$ cat config.mk
export PLATFORM = sky130hd
export DESIGN_NAME = time_keeper
export DESIGN_NICKNAME = d
export VERILOG_FILES = /design/src/rtl/time_keeper_pkg.sv /design/src/rtl/btn_sync_edge.sv /design/src/rtl/time_keeper.sv
export SDC_FILE = /design/constraint.sdc
export NUM_CORES = 1
export LEC_CHECK = 0
export BUFFER_PORTS_ARGS = -buffer_cell sky130_fd_sc_hd__buf_2
export CAP_MARGIN = 5
export CORE_MARGIN = 2
export CORE_UTILIZATION = 30
export CTS_CLUSTER_DIAMETER = 60
export DETAILED_ROUTE_END_ITERATION = 12
export PLACE_DENSITY = 0.45
export SLEW_MARGIN = 20
export SYNTH_ARGS = -nofsm -noshare
export SYNTH_HDL_FRONTEND = slang
export SYNTH_SLANG_ARGS = --single-unit
$ cat constraint.sdc
create_clock -name clock -period 5.7 [get_ports clock]
set_input_delay 1.425 -clock clock [delete_from_list [all_inputs] [get_ports clock]]
set_output_delay 1.425 -clock clock [all_outputs]
set_load 0.005 [all_outputs]
$ cat src/rtl/time_keeper_pkg.sv
// Shared types and constants for the time_keeper clock: FSM encoding,
// counter limits and the wrapping increment used by every time field.
package time_keeper_pkg;

    localparam int FIELD_W = 6;

    typedef logic [FIELD_W-1:0] field_t;

    localparam field_t SEC_MAX  = 6'd59;
    localparam field_t MIN_MAX  = 6'd59;
    localparam field_t HOUR_MAX = 6'd23;

    typedef enum logic [1:0] {
        ST_RUN      = 2'b00,
        ST_SET_HOUR = 2'b01,
        ST_SET_MIN  = 2'b10
    } tk_state_t;

    function automatic field_t wrap_inc(input field_t val, input field_t max_val);
        return (val == max_val) ? '0 : val + 1'b1;
    endfunction

endpackage

$ cat src/rtl/btn_sync_edge.sv
// Two-flop synchronizer followed by a rising-edge detector; a press sampled
// at edge N yields a single pulse that is consumed at edge N+2.
module btn_sync_edge (
    input  logic clock,
    input  logic reset,
    input  logic btn,
    output logic pulse
);

    logic sync_p0;
    logic sync_p1;
    logic prev_p2;

    always_ff @(posedge clock or negedge reset) begin
        if (!reset) begin
            sync_p0 <= 1'b0;
            sync_p1 <= 1'b0;
            prev_p2 <= 1'b0;
        end else begin
            sync_p0 <= btn;
            // stage boundary: synchronized level -> edge history
            sync_p1 <= sync_p0;
            prev_p2 <= sync_p1;
        end
    end

    assign pulse = sync_p1 & ~prev_p2;

endmodule

$ cat src/rtl/time_keeper.sv
// Hours/minutes/seconds clock with a two-button set mode and a free-running
// display scan phase for the downstream segment driver.
module time_keeper
    import time_keeper_pkg::*;
#(
    parameter int TICKS_PER_SEC = 1000000,
    parameter int SCAN_DIV      = 1024
) (
    input  logic        clock,
    input  logic        reset,
    input  logic        btn_mode,
    input  logic        btn_inc,
    input  logic        disp_sel,
    output logic [11:0] data_show,
    output logic [2:0]  byte_status,
    output logic [1:0]  set_mode
);

    localparam int PRE_W  = (TICKS_PER_SEC > 1) ? $clog2(TICKS_PER_SEC) : 1;
    localparam int SCAN_W = (SCAN_DIV > 1) ? $clog2(SCAN_DIV) : 1;
    localparam logic [PRE_W-1:0]  PRE_LAST  = PRE_W'(TICKS_PER_SEC - 1);
    localparam logic [SCAN_W-1:0] SCAN_LAST = SCAN_W'(SCAN_DIV - 1);

    tk_state_t          state;
    field_t             sec_cnt;
    field_t             min_cnt;
    field_t             hour_cnt;
    logic [PRE_W-1:0]   pre_cnt;
    logic [SCAN_W-1:0]  scan_cnt;
    logic               mode_pulse;
    logic               inc_pulse;
    logic               sec_tick;

    btn_sync_edge u_mode_btn (
        .clock (clock),
        .reset (reset),
        .btn   (btn_mode),
        .pulse (mode_pulse)
    );

    btn_sync_edge u_inc_btn (
        .clock (clock),
        .reset (reset),
        .btn   (btn_inc),
        .pulse (inc_pulse)
    );

    assign sec_tick = (state == ST_RUN) && (pre_cnt == PRE_LAST);

    // Mode pulses are tested before inc pulses so a simultaneous pair only changes state.
    always_ff @(posedge clock or negedge reset) begin
        if (!reset) begin
            state    <= ST_RUN;
            sec_cnt  <= '0;
            min_cnt  <= '0;
            hour_cnt <= '0;
            pre_cnt  <= '0;
        end else begin
            case (state)
                ST_RUN: begin
                    pre_cnt <= sec_tick ? '0 : pre_cnt + 1'b1;
                    if (sec_tick) begin
                        sec_cnt <= wrap_inc(sec_cnt, SEC_MAX);
                        if (sec_cnt == SEC_MAX) begin
                            min_cnt <= wrap_inc(min_cnt, MIN_MAX);
                            if (min_cnt == MIN_MAX)
                                hour_cnt <= wrap_inc(hour_cnt, HOUR_MAX);
                        end
                    end
                    if (mode_pulse)
                        state <= ST_SET_HOUR;
                end
                ST_SET_HOUR: begin
                    if (mode_pulse)
                        state <= ST_SET_MIN;
                    else if (inc_pulse)
                        hour_cnt <= wrap_inc(hour_cnt, HOUR_MAX);
                end
                ST_SET_MIN: begin
                    if (mode_pulse) begin
                        state   <= ST_RUN;
                        sec_cnt <= '0;
                        pre_cnt <= '0;
                    end else if (inc_pulse) begin
                        min_cnt <= wrap_inc(min_cnt, MIN_MAX);
                    end
                end
                default: state <= ST_RUN;
            endcase
        end
    end

    always_ff @(posedge clock or negedge reset) begin
        if (!reset) begin
            scan_cnt    <= '0;
            byte_status <= '0;
        end else if (scan_cnt == SCAN_LAST) begin
            scan_cnt    <= '0;
            byte_status <= byte_status + 1'b1;
        end else begin
            scan_cnt <= scan_cnt + 1'b1;
        end
    end

    assign set_mode = state;

    always_comb begin
        data_show = {hour_cnt, min_cnt};
        if (state == ST_RUN && !disp_sel)
            data_show = {min_cnt, sec_cnt};
    end

endmodule

* After elaboration in Yosys (flattened, before gate mapping) *
Cells that the tools add are included.

storage, ports and cells
  logic and storage cells = 77
  bits of input ports = 5
  output and inout port bits = 17
  register bits = 59

operators by class
  equal/unequal tests = 17
  add/subtract/negate cells = 6
  reductions and logical operators = 11
  multiplexer cells = 26
  bitwise gates (word level) = 4

operators with widths
  operator                                              number
  two-way mux 6 bit                                     14
  two-way mux 20 bit                                    2
  case mux 20 bit (2 select lines)                      1
  case mux 6 bit (2 select lines)                       3
  adder 20 x 1 -> 20 bit (second input constant)        1
  equality test 20 bit (second input constant)          1
  adder 6 x 1 -> 6 bit (second input constant)          3
  != test 2 bit (second input constant)                 8
  equality test 6 bit (second input constant)           2
  two-way mux 12 bit                                    1
  adder 10 x 1 -> 10 bit (second input constant)        1
  equality test 10 bit (second input constant)          1
  two-way mux 10 bit                                    1
  equality test 6 x 5 -> 1 bit (second input constant)  1
  two-way mux 2 bit                                     3
  case mux 2 bit (3 select lines)                       1
  AND reduction 3 bit                                   2
  AND reduction 6 bit                                   1
  AND reduction 5 bit                                   1
  != test 2 x 1 -> 1 bit (second input constant)        2
  nonzero test 2 bit                                    2
  adder 3 x 1 -> 3 bit (second input constant)          1
  bitwise AND 1 bit                                     2
  equality test 2 x 1 -> 1 bit (second input constant)  1
  other kinds (6)                                       8

* Longest topological paths before layout *
Gate-level depths: netlist (run 1).

  depth after elaboration = 6
  mapped depth = 7
  mapped depth without buffers = 6

* Modules after synthesis *
From an unflattened synthesis (run 1), not the netlist that was laid out.

second synthesis, totals
  cell total of the unflattened synthesis = 317
  area, all modules = 3104.2 sq um

modules (own cells, without submodules)
  module         sequential area each (sq um)  area an instance (sq um)  times used  cells each
  time_keeper    1326.3                        2926.6                    1           309
  btn_sync_edge  75.1                          88.8                      2           4

* Worst setup path before layout (run 1) *
OpenSTA, ideal clock, no wires.

  path kind = input to output
  start = input port disp_sel
  end = output port data_show[10]
  data arrival time = 2.355 ns
  setup slack = 1.920 ns
  data required time = 4.275 ns
  stages = 3
  path buffers = 1
  path through = nor2_1 > clkbuf_1 > mux2_2

on the way
  longest elaborated chain between the ends = 3

ends and longest elaborated chain
  element             line                source
  from (decl)         time_keeper.sv:13   input logic disp_sel,
  zero test 1 bit     time_keeper.sv:109  if (state == ST_RUN && !disp_sel)
  logical AND 1 bit   time_keeper.sv:109
  two-way mux 12 bit  time_keeper.sv:109
  to (decl)           time_keeper.sv:14   output logic [11:0] data_show,

No other way between the ends.

* Worst setup path after layout (run 1) *
  start = input port disp_sel
  end = output port data_show[8]

Same word-level chain as after synthesis.

==> results of run 1 <==
## state kept, by name, summed over array words and instances (netlist names), 2 cells and up
signal       count
pre_cnt         20
scan_cnt        10
hour_cnt         6
min_cnt          6
sec_cnt          6
byte_status      3
set_mode         2
## cell families (layout without fill, tap and decap cells)
family / count (synthesis) / in the layout / share of synthesized area
fa+ha+maj: 6 / 6 / 0.0249
compound gates: 46 / 46 / 0.101
xor+xnor: 27 / 27 / 0.0785
simple gates: 117 / 117 / 0.213
mux: 19 / 19 / 0.0706
flops: 59 / 59 / 0.490
buf+inv: 15 / 44 / 0.0220
## placed cells by master (no fill, tap or decap), types with 8 or more instances in the layout
| cell type | Yosys | routed |
|---|---|---|
| nand4_1 | 13 | 13 |
| xnor2_1 | 9 | 9 |
| xor2_1 | 18 | 18 |
| nand2_1 | 21 | 21 |
| a31oi_1 | 8 | 8 |
| clkbuf_8 | 0 | 9 |
| dfrtp_1 | 59 | 59 |
| nor2_1 | 35 | 35 |
| nand3_1 | 14 | 14 |
| mux2_2 | 16 | 16 |
| buf_2 | 2 | 21 |
| a21oi_1 | 9 | 9 |
## per-layer routing
layer  vias up  wire, µm  track usage
li1       1094         -            -
met1      1057      3330        0.183
met2        32      2790        0.175
met3        11       199       0.0301
met4         0       124       0.0589
met5         -         0            0
## report_power, final
| part | leakage [nW] | internal, mW | switching, mW |
|---|---|---|---|
| Combinational | 0.675 | 0.156 | 0.187 |
| Clock | 0.114 | 0.250 | 0.187 |
| Sequential | 0.773 | 0.473 | 0.0847 |
## worst reg2reg max path, delay by kind of cell (launching register included)
kind,cells,cell delay (ns)
AO/OA/AOI/OAI,1,0.11
flip-flops,1,0.50
multiplexers,1,0.36
buffers and inverters,1,0.31
AND/OR/NAND/NOR,3,1.24
## path summary, 6_finish.rpt
path | endpoint | depth (start not counted) | start
setup / recovery | data_show[8] | 4 | disp_sel
hold / removal | u_mode_btn.sync_p1 | 0 | u_mode_btn.sync_p0
setup reg to reg | sec_cnt[1] | 6 | pre_cnt[6]
hold reg to reg | u_mode_btn.sync_p1 | 0 | u_mode_btn.sync_p0
max in group asynchronous | pre_cnt[18] | 2 | reset
min in group asynchronous | sec_cnt[2] | 2 | reset
## final cells by class
cell class	count	area (µm²)	share of cell area
inverter	4	15.0	0.00431
tap	133	166	0.0478
clock buffer	9	124	0.0356
sequential	59	1480	0.424
timing repair buffer	24	128	0.0367
clock inverter	7	100	0.0288
multi-input combinational	215	1470	0.423
## stage by stage
stage	util	cells
2_1_floorplan	-	289
3_3_place_gp	0.333	435
3_5_place_dp	0.333	435
4_1_cts	0.356	451
5_1_grt	0.356	451
6_report	0.356	451
==> results.yml, run 1 <==
clock_network:
  cts.repair.resized: 0
  clock-sinks: 59
  htreeDepth: 3
  numCtsBuffers: 9
  clk_pin_slew_ns: 0.07
  cts_buffer_depth: 2
  clk_latency_ns: 0.33
  postCtsHoldBufs: 0
  cts_tree: "built"
  cts_setup_buffers: 0
  cts_root_buffer: "clkbuf_8"
place:
  hpwl_mm: 4.23
  portBuffers: 21
  place_area_um2: 3260
  gp_congestion: 0.776
  dpl_worst_slack_ns: 1.44
layout:
  num_antenna_cells: 0
  finalNetCount: 324
  final_cell_area_um2: 3480
  syn_to_final_growth_pct: 15.5
  fillers: 997
  drive_gt1_frac: 0.195
logic_synthesis:
  synth_area_per_cell_um2: 10.4
  post-synth-top-count-cell: "dfrtp_1"
  syn_inst: 289
  synthTopCellsByArea: "dfrtp_1, mux2_2, xor2_1, nor2_1, nand4_1"
  ys_seq_area_frac: 0.490
  synth_ff_type: "dfrtp_1"
  ys_types: 47
  synthesis.nets: 300
  synth_edf_count: 0
  synth_top_area_cell: "dfrtp_1"
  synth_common_cells: "dfrtp_1, nor2_1, nand2_1, xor2_1, mux2_2"
  synth_seq_cells: 59
  ys_async_sr_fraction: 1.00
  yosys_warnings: 0
  synth_top_area_share: 0.490
  netlist_area_um2: 3010
drt:
  drc_errors: 0
  postRouteAntennaNets: 0
  wl_per_cell_um: 14.3
  vias: 2194
  drt_first_pass_iters: 4
  routed_wl_mm: 6.44
  vias_per_cell: 4.86
  drt-initial-drc-count: 64
worst_setup_path:
  worstPathMaxFanout: 13
  crit_chain: "buf_2 -> nor2_1 -> mux2_2 -> buf_2"
  crit_arrival_ns: 2.80
  slowest_stage: "nor2_1"
  crit_path_start_kind: "input pin"
  crit_path_frequent_cell: "buf_2"
  crit_type: "in2out"
  slowest_delay_ns: 0.72
  rrSetupSlack_ns: 3.07
  crit_buf_inv: 2
  cp_top_family: "simple AND/OR/NAND/NOR gates"
  crit_required_ns: 4.28
  end_kind: "output pin"
timing:
  fin_crit_ns: 4.22
  finalSetupTns_ns: 0
  worstMarginPinSlew_ns: 0.942
  timing.fmax_mhz: 237
  rsz0062_at_grt: "no"
  slew_violations: 0
  max_slew_margin: 0.369
  hold_ws_ns: 0.349
  clock_skew_ns: 0.0106
  hold_violations: 0
  period_share: 0.741
  setup_viol: 0
  setup_slack_ns: 1.48
global_routing:
  first_global_vias: 2086
  grt_pass1_wl_mm: 10.9
  antenna_found_initial: 0
  grt_max_degree: 60
  grt_usage: 0.126
  gr-total-overflow: 0
floorplan:
  start_util: 0.308
  die_area_um2: 10900
  core.rowCount: 36
  io_pins: 22
  dieWidth_um: 104
  core_region_area_um2: 9770
  die_height_um: 104
outcome:
  status: "finished, final reports clean"
min_path:
  hold_class: "reg2reg"
power_and_ir_drop:
  ir_drop_mv: 0.137
  p_leak_nw: 1.56
  power_density_nw_per_um2: 385
  total_power_mw: 1.34
flow_run:
  drv_cap: 0
Power figures use the tool's default switching activity.
==> inputs of run 2 (changes only) <==
Settings changed: ABC_AREA set to 1, PLACE_DENSITY 0.45 to 0.47.
Clock period 5.7 ns to 3.4 ns, I/O delays scaled along.
==> results.yml, run 2 <==
clock_network:
  clk_pin_slew_ns: 0.05
  postCtsHoldBufs: 0
  cts_root_buffer: "clkbuf_16"
  cts_setup_buffers: 0
  numCtsBuffers: 9
  htreeDepth: 3
  cts_buffer_depth: 2
  cts.repair.resized: 0
  clk_latency_ns: 0.33
  cts_tree: "built"
  clock-sinks: 59
worst_setup_path:
  crit_arrival_ns: 1.85
  crit_path_start_kind: "flip-flop"
  crit_required_ns: 2.55
  worstPathMaxFanout: 24
  crit_type: "reg2out"
  end_kind: "output pin"
timing:
  setup_viol: 0
  max_slew_margin: 0.481
  clock_skew_ns: 0.00713
  worstMarginPinSlew_ns: 0.778
  setup_slack_ns: 0.700
  fin_crit_ns: 2.70
  hold_violations: 0
  rsz0062_at_grt: "no"
  finalSetupTns_ns: 0
  slew_violations: 0
  timing.fmax_mhz: 370
  period_share: 0.794
layout:
  reg_top3: "pre_cnt x20, scan_cnt x10"
  mostFrequentLayoutCell: "nand2_1"
  num_antenna_cells: 0
  mostFrequentLayoutCells: "nand2_1, nor2_1, dfrtp_1"
  largest_reg_flops: 20
  drive_gt1_frac: 0.114
  final_cell_area_um2: 3910
  fillers: 1177
  syn_to_final_growth_pct: 15.4
  finalNetCount: 499
  regMostFlops: "pre_cnt"
floorplan:
  io_pins: 22
  die_area_um2: 12200
  die_height_um: 110
  core_region_area_um2: 10900
  start_util: 0.310
  core.rowCount: 38
  dieWidth_um: 110
logic_synthesis:
  ys_async_sr_fraction: 1.00
  synth_top_area_cell: "dfrtp_1"
  ys_types: 31
  ys_seq_area_frac: 0.436
  synth_common_cells: "nand2_1, nor2_1, dfrtp_1, inv_1, nand3_1"
  synth_edf_count: 0
  synth_area_per_cell_um2: 7.30
  yosys_warnings: 0
  synthTopCellsByArea: "dfrtp_1, nand2_1, nor2_1, inv_1, nand3_1"
  syn_inst: 464
  netlist_area_um2: 3390
  synth_top_area_share: 0.436
  synthesis.nets: 475
  synth_ff_type: "dfrtp_1"
  post-synth-top-count-cell: "nand2_1"
  synth_seq_cells: 59
flow_run:
  drv_cap: 0
drt:
  vias: 2932
  routed_wl_mm: 7.76
  wl_per_cell_um: 12.3
  drt-initial-drc-count: 132
  drt_first_pass_iters: 4
  drc_errors: 0
  postRouteAntennaNets: 0
  vias_per_cell: 4.63
global_routing:
  gr-total-overflow: 0
  grt_max_degree: 60
  first_global_vias: 2752
  antenna_found_initial: 0
  grt_pass1_wl_mm: 13.1
  grt_usage: 0.140
outcome:
  status: "finished, final reports clean"
power_and_ir_drop:
  p_leak_nw: 1.90
  power_density_nw_per_um2: 647
  ir_drop_mv: 0.246
place:
  hpwl_mm: 5.45
  dpl_worst_slack_ns: 0.765
  place_area_um2: 3610
  gp_congestion: 0.847
  portBuffers: 21
min_path:
  hold_class: "reg2reg"
## run 2: cell families after synthesis
kind of cell | after synthesis | synth area share
buffers and inverters | 54 | 0.0676
and+or+nand+nor | 294 | 0.376
adders and majority gates | 6 | 0.0222
DFF | 59 | 0.436
AOI/OAI and AO/OA | 34 | 0.0543
xor gates and xnor gates | 17 | 0.0440
## run 2: worst paths after layout
path                       depth (start not counted)  slack, ns           endpoint               from
max in group asynchronous                          2       2.20  u_inc_btn.sync_p0              reset
setup / recovery                                   6       0.70       data_show[6]        set_mode[0]
hold / removal                                     0       0.35  u_inc_btn.sync_p1  u_inc_btn.sync_p0
setup reg to reg                                   6       1.50        pre_cnt[15]         pre_cnt[0]
hold reg to reg                                    0       0.35  u_inc_btn.sync_p1  u_inc_btn.sync_p0
min in group asynchronous                          2       0.67         sec_cnt[4]              reset
## run 2: layer usage
metal	track usage	share of wire	vias up
li1	-	-	1519
met1	0.182	0.51	1364
met2	0.225	0.45	41
met3	0.0382	0.034	8
met4	0.0455	0.010	0
met5	0	0	-
## run 2: area by class of cell
class	instances	area, µm²	area share
multi-input combinational	351	1680	0.430
inverter	45	169	0.0432
timing repair buffer	22	113	0.0288
tap	140	175	0.0448
sequential	59	1480	0.378
clock inverter	6	65.1	0.0167
clock buffer	10	229	0.0586
## run 2: critical path, cell delays in order, from the launching register on
cell and delay, ns:
dfrtp_1 0.42, inv_1 0.09, nand2_2 0.14, or2_1 0.53
nor2_1 0.08, a21oi_1 0.14, buf_2 0.13
## run 2: stage by stage
step,power [mW],util,std cells,hold slack (ns)
finish,2.53,0.357,633,0.345
global route,2.70,0.357,633,0.367
CTS,2.56,0.357,633,0.348
detailed placement,1.63,0.330,617,0.336
global placement,1.62,0.330,617,0.335
floorplan,1.43,-,464,0.331
## run 2: report_power, final
part           leakage [nW]  switching (mW)  internal [mW]  total [mW]
sequential            0.777           0.125          0.796       0.921
clock                 0.143           0.351          0.569       0.920
combinational         0.979           0.471          0.218       0.689
==> inputs of run 3 (changes only) <==
Settings changed: ABC_AREA 1 to 0.
Clock period 3.4 ns to 2.28 ns, I/O delays scaled along.
==> results.yml, run 3 (synthesis gave the netlist of run 1 again) <==
outcome:
  status: "finished, final reports clean"
worst_setup_path:
  crit_required_ns: 1.71
  crit_type: "reg2out"
  crit_path_start_kind: "flip-flop"
  end_kind: "output pin"
  crit_arrival_ns: 1.70
  worstPathMaxFanout: 6
layout:
  mostFrequentLayoutCells: "dfrtp_1, nor2_1, buf_4"
  regMostFlops: "pre_cnt"
  regArea_um2: 1480
  multi_input_area_um2: 1520
  fin_cells: 481
  fillers: 996
  reg_top3: "pre_cnt x20, scan_cnt x10"
  mostFrequentLayoutCell: "dfrtp_1"
  finalNetCount: 354
  num_antenna_cells: 0
  drive_gt1_frac: 0.273
  syn_to_final_growth_pct: 24.9
  largest_reg_flops: 20
floorplan:
  start_util: 0.308
  dieWidth_um: 104
  die_area_um2: 10900
  io_pins: 22
  die_height_um: 104
  core.rowCount: 36
  core_region_area_um2: 9770
clock_network:
  cts_tree: "built"
  cts_root_buffer: "clkbuf_8"
  htreeDepth: 3
  cts_buffer_depth: 2
  numCtsBuffers: 9
  clk_pin_slew_ns: 0.08
  clock-sinks: 59
  clk_latency_ns: 0.34
  postCtsHoldBufs: 0
power_and_ir_drop:
  power.switching_mw: 1.19
  p_seq_frac: 0.385
  p_leak_nw: 1.72
  ir_drop_mv: 0.319
  sw_frac_of_total: 0.343
  power_frac_clock: 0.282
  total_power_mw: 3.47
  internal-power_mw: 2.28
  comb_power_share: 0.334
  power_density_nw_per_um2: 923
drt:
  drt_first_pass_iters: 6
  postRouteAntennaNets: 0
  drc_errors: 0
  drt-initial-drc-count: 68
  vias: 2323
  vias_per_cell: 4.83
  routed_wl_mm: 6.67
  wl_per_cell_um: 13.9
global_routing:
  grt_pass1_wl_mm: 11.6
  met2_usage: 0.210
  grt_usage: 0.133
  antenna_found_initial: 0
  grt_max_degree: 33
  first_global_vias: 2365
  grt_busiest_layer: "met2"
  use_met1: 0.179
  use_met3: 0.0307
  gr-total-overflow: 0
flow_run:
  drv_cap: 0
timing:
  setup_viol: 0
  fin_crit_ns: 2.27
  max_slew_margin: 0.609
  rsz0062_at_grt: "yes"
  period_share: 0.995
  timing.fmax_mhz: 441
  hold_ws_ns: 0.242
  clock_skew_ns: 0.00932
  setup_slack_ns: 0.0120
  worstMarginPinSlew_ns: 0.582
  hold_violations: 0
  slew_violations: 0
place:
  dpl_worst_slack_ns: -0.0940
  hpwl_mm: 4.68
  gp_congestion: 0.790
  numPlacedInstances: 462
  portBuffers: 21
min_path:
  hold_class: "in2async"
-- run 3: cell types whose count changed in the layout (fill, tap and decap cells not counted), moves of 7 or more --
cell | before | now
clkbuf_16 | 9 | 0
buf_4 | 1 | 31
nand3_1 | 31 | 14
nand2_1 | 149 | 21
nand2_2 | 7 | 0
nor2_1 | 70 | 34
inv_1 | 43 | 4
mux2_2 | 0 | 12
clkbuf_8 | 0 | 9
-- run 3: layout make-up --
cell class	instances	share of cell area
Multi-Input combinational cell	215	0.403
Clock inverter	7	0.0206
Timing Repair Buffer	54	0.102
Sequential cell	59	0.392
Inverter	4	0.00399
Tap cell	133	0.0442
Clock buffer	9	0.0329
-- run 3: worst max-delay path, cell delays in order (launching register included) --
cell	delay, ns
dfrtp_1	0.38
or2_4	0.28
nor2_4	0.11
buf_6	0.14
mux2_2	0.33
buf_2	0.12
-- run 3: timing repair --
action / CTS / global route
endpoints found under the setup margin: 16 / 17
setup buffers: 1 / 2
pin swaps: 1 / 1
gates resized for setup: 7 / 9
endpoints found under the hold margin: 0 / 0
-- run 3: final timing paths --
kind                                       to  slack, ns  cells after the start              start
max in group asynchronous          pre_cnt[3]       1.70                      2              reset
min reg2reg                 u_inc_btn.sync_p1       0.36                      0  u_inc_btn.sync_p0
max reg2reg                        min_cnt[1]       0.15                      5        pre_cnt[13]
max                              data_show[1]       0.01                      5        set_mode[0]
min                               hour_cnt[5]       0.24                      2              reset
min in group clock         u_mode_btn.sync_p0       0.33                      1           btn_mode
-- run 3: power groups by stage --
stage          Clock (mW)  Sequential [mW]  Combinational (mW)
2_1_floorplan           0             1.30               0.687
3_3_place_gp            0             1.36                1.03
3_5_place_dp            0             1.35                1.03
4_1_cts              1.02             1.33                1.10
5_1_grt              1.06             1.36                1.28
6_report            0.978             1.34                1.16
-- run 3: metrics by stage --
step	util	area, µm²	TNS (ns)
6_report	0.385	3760	0
5_1_grt	0.385	3760	-0.339
4_1_cts	0.379	3700	-0.00925
3_5_place_dp	0.354	3460	-0.175
3_3_place_gp	0.354	3460	-0.0908
2_1_floorplan	-	3010	0
-- run 3: metal layers --
metal / share of wire / wire length (µm) / vias up
met3: 0.028 / 186 / 7
met1: 0.51 / 3410 / 1124
met4: 0.011 / 75 / 0
li1: - / - / 1152
met5: 0 / 0 / -
met2: 0.45 / 2990 / 40
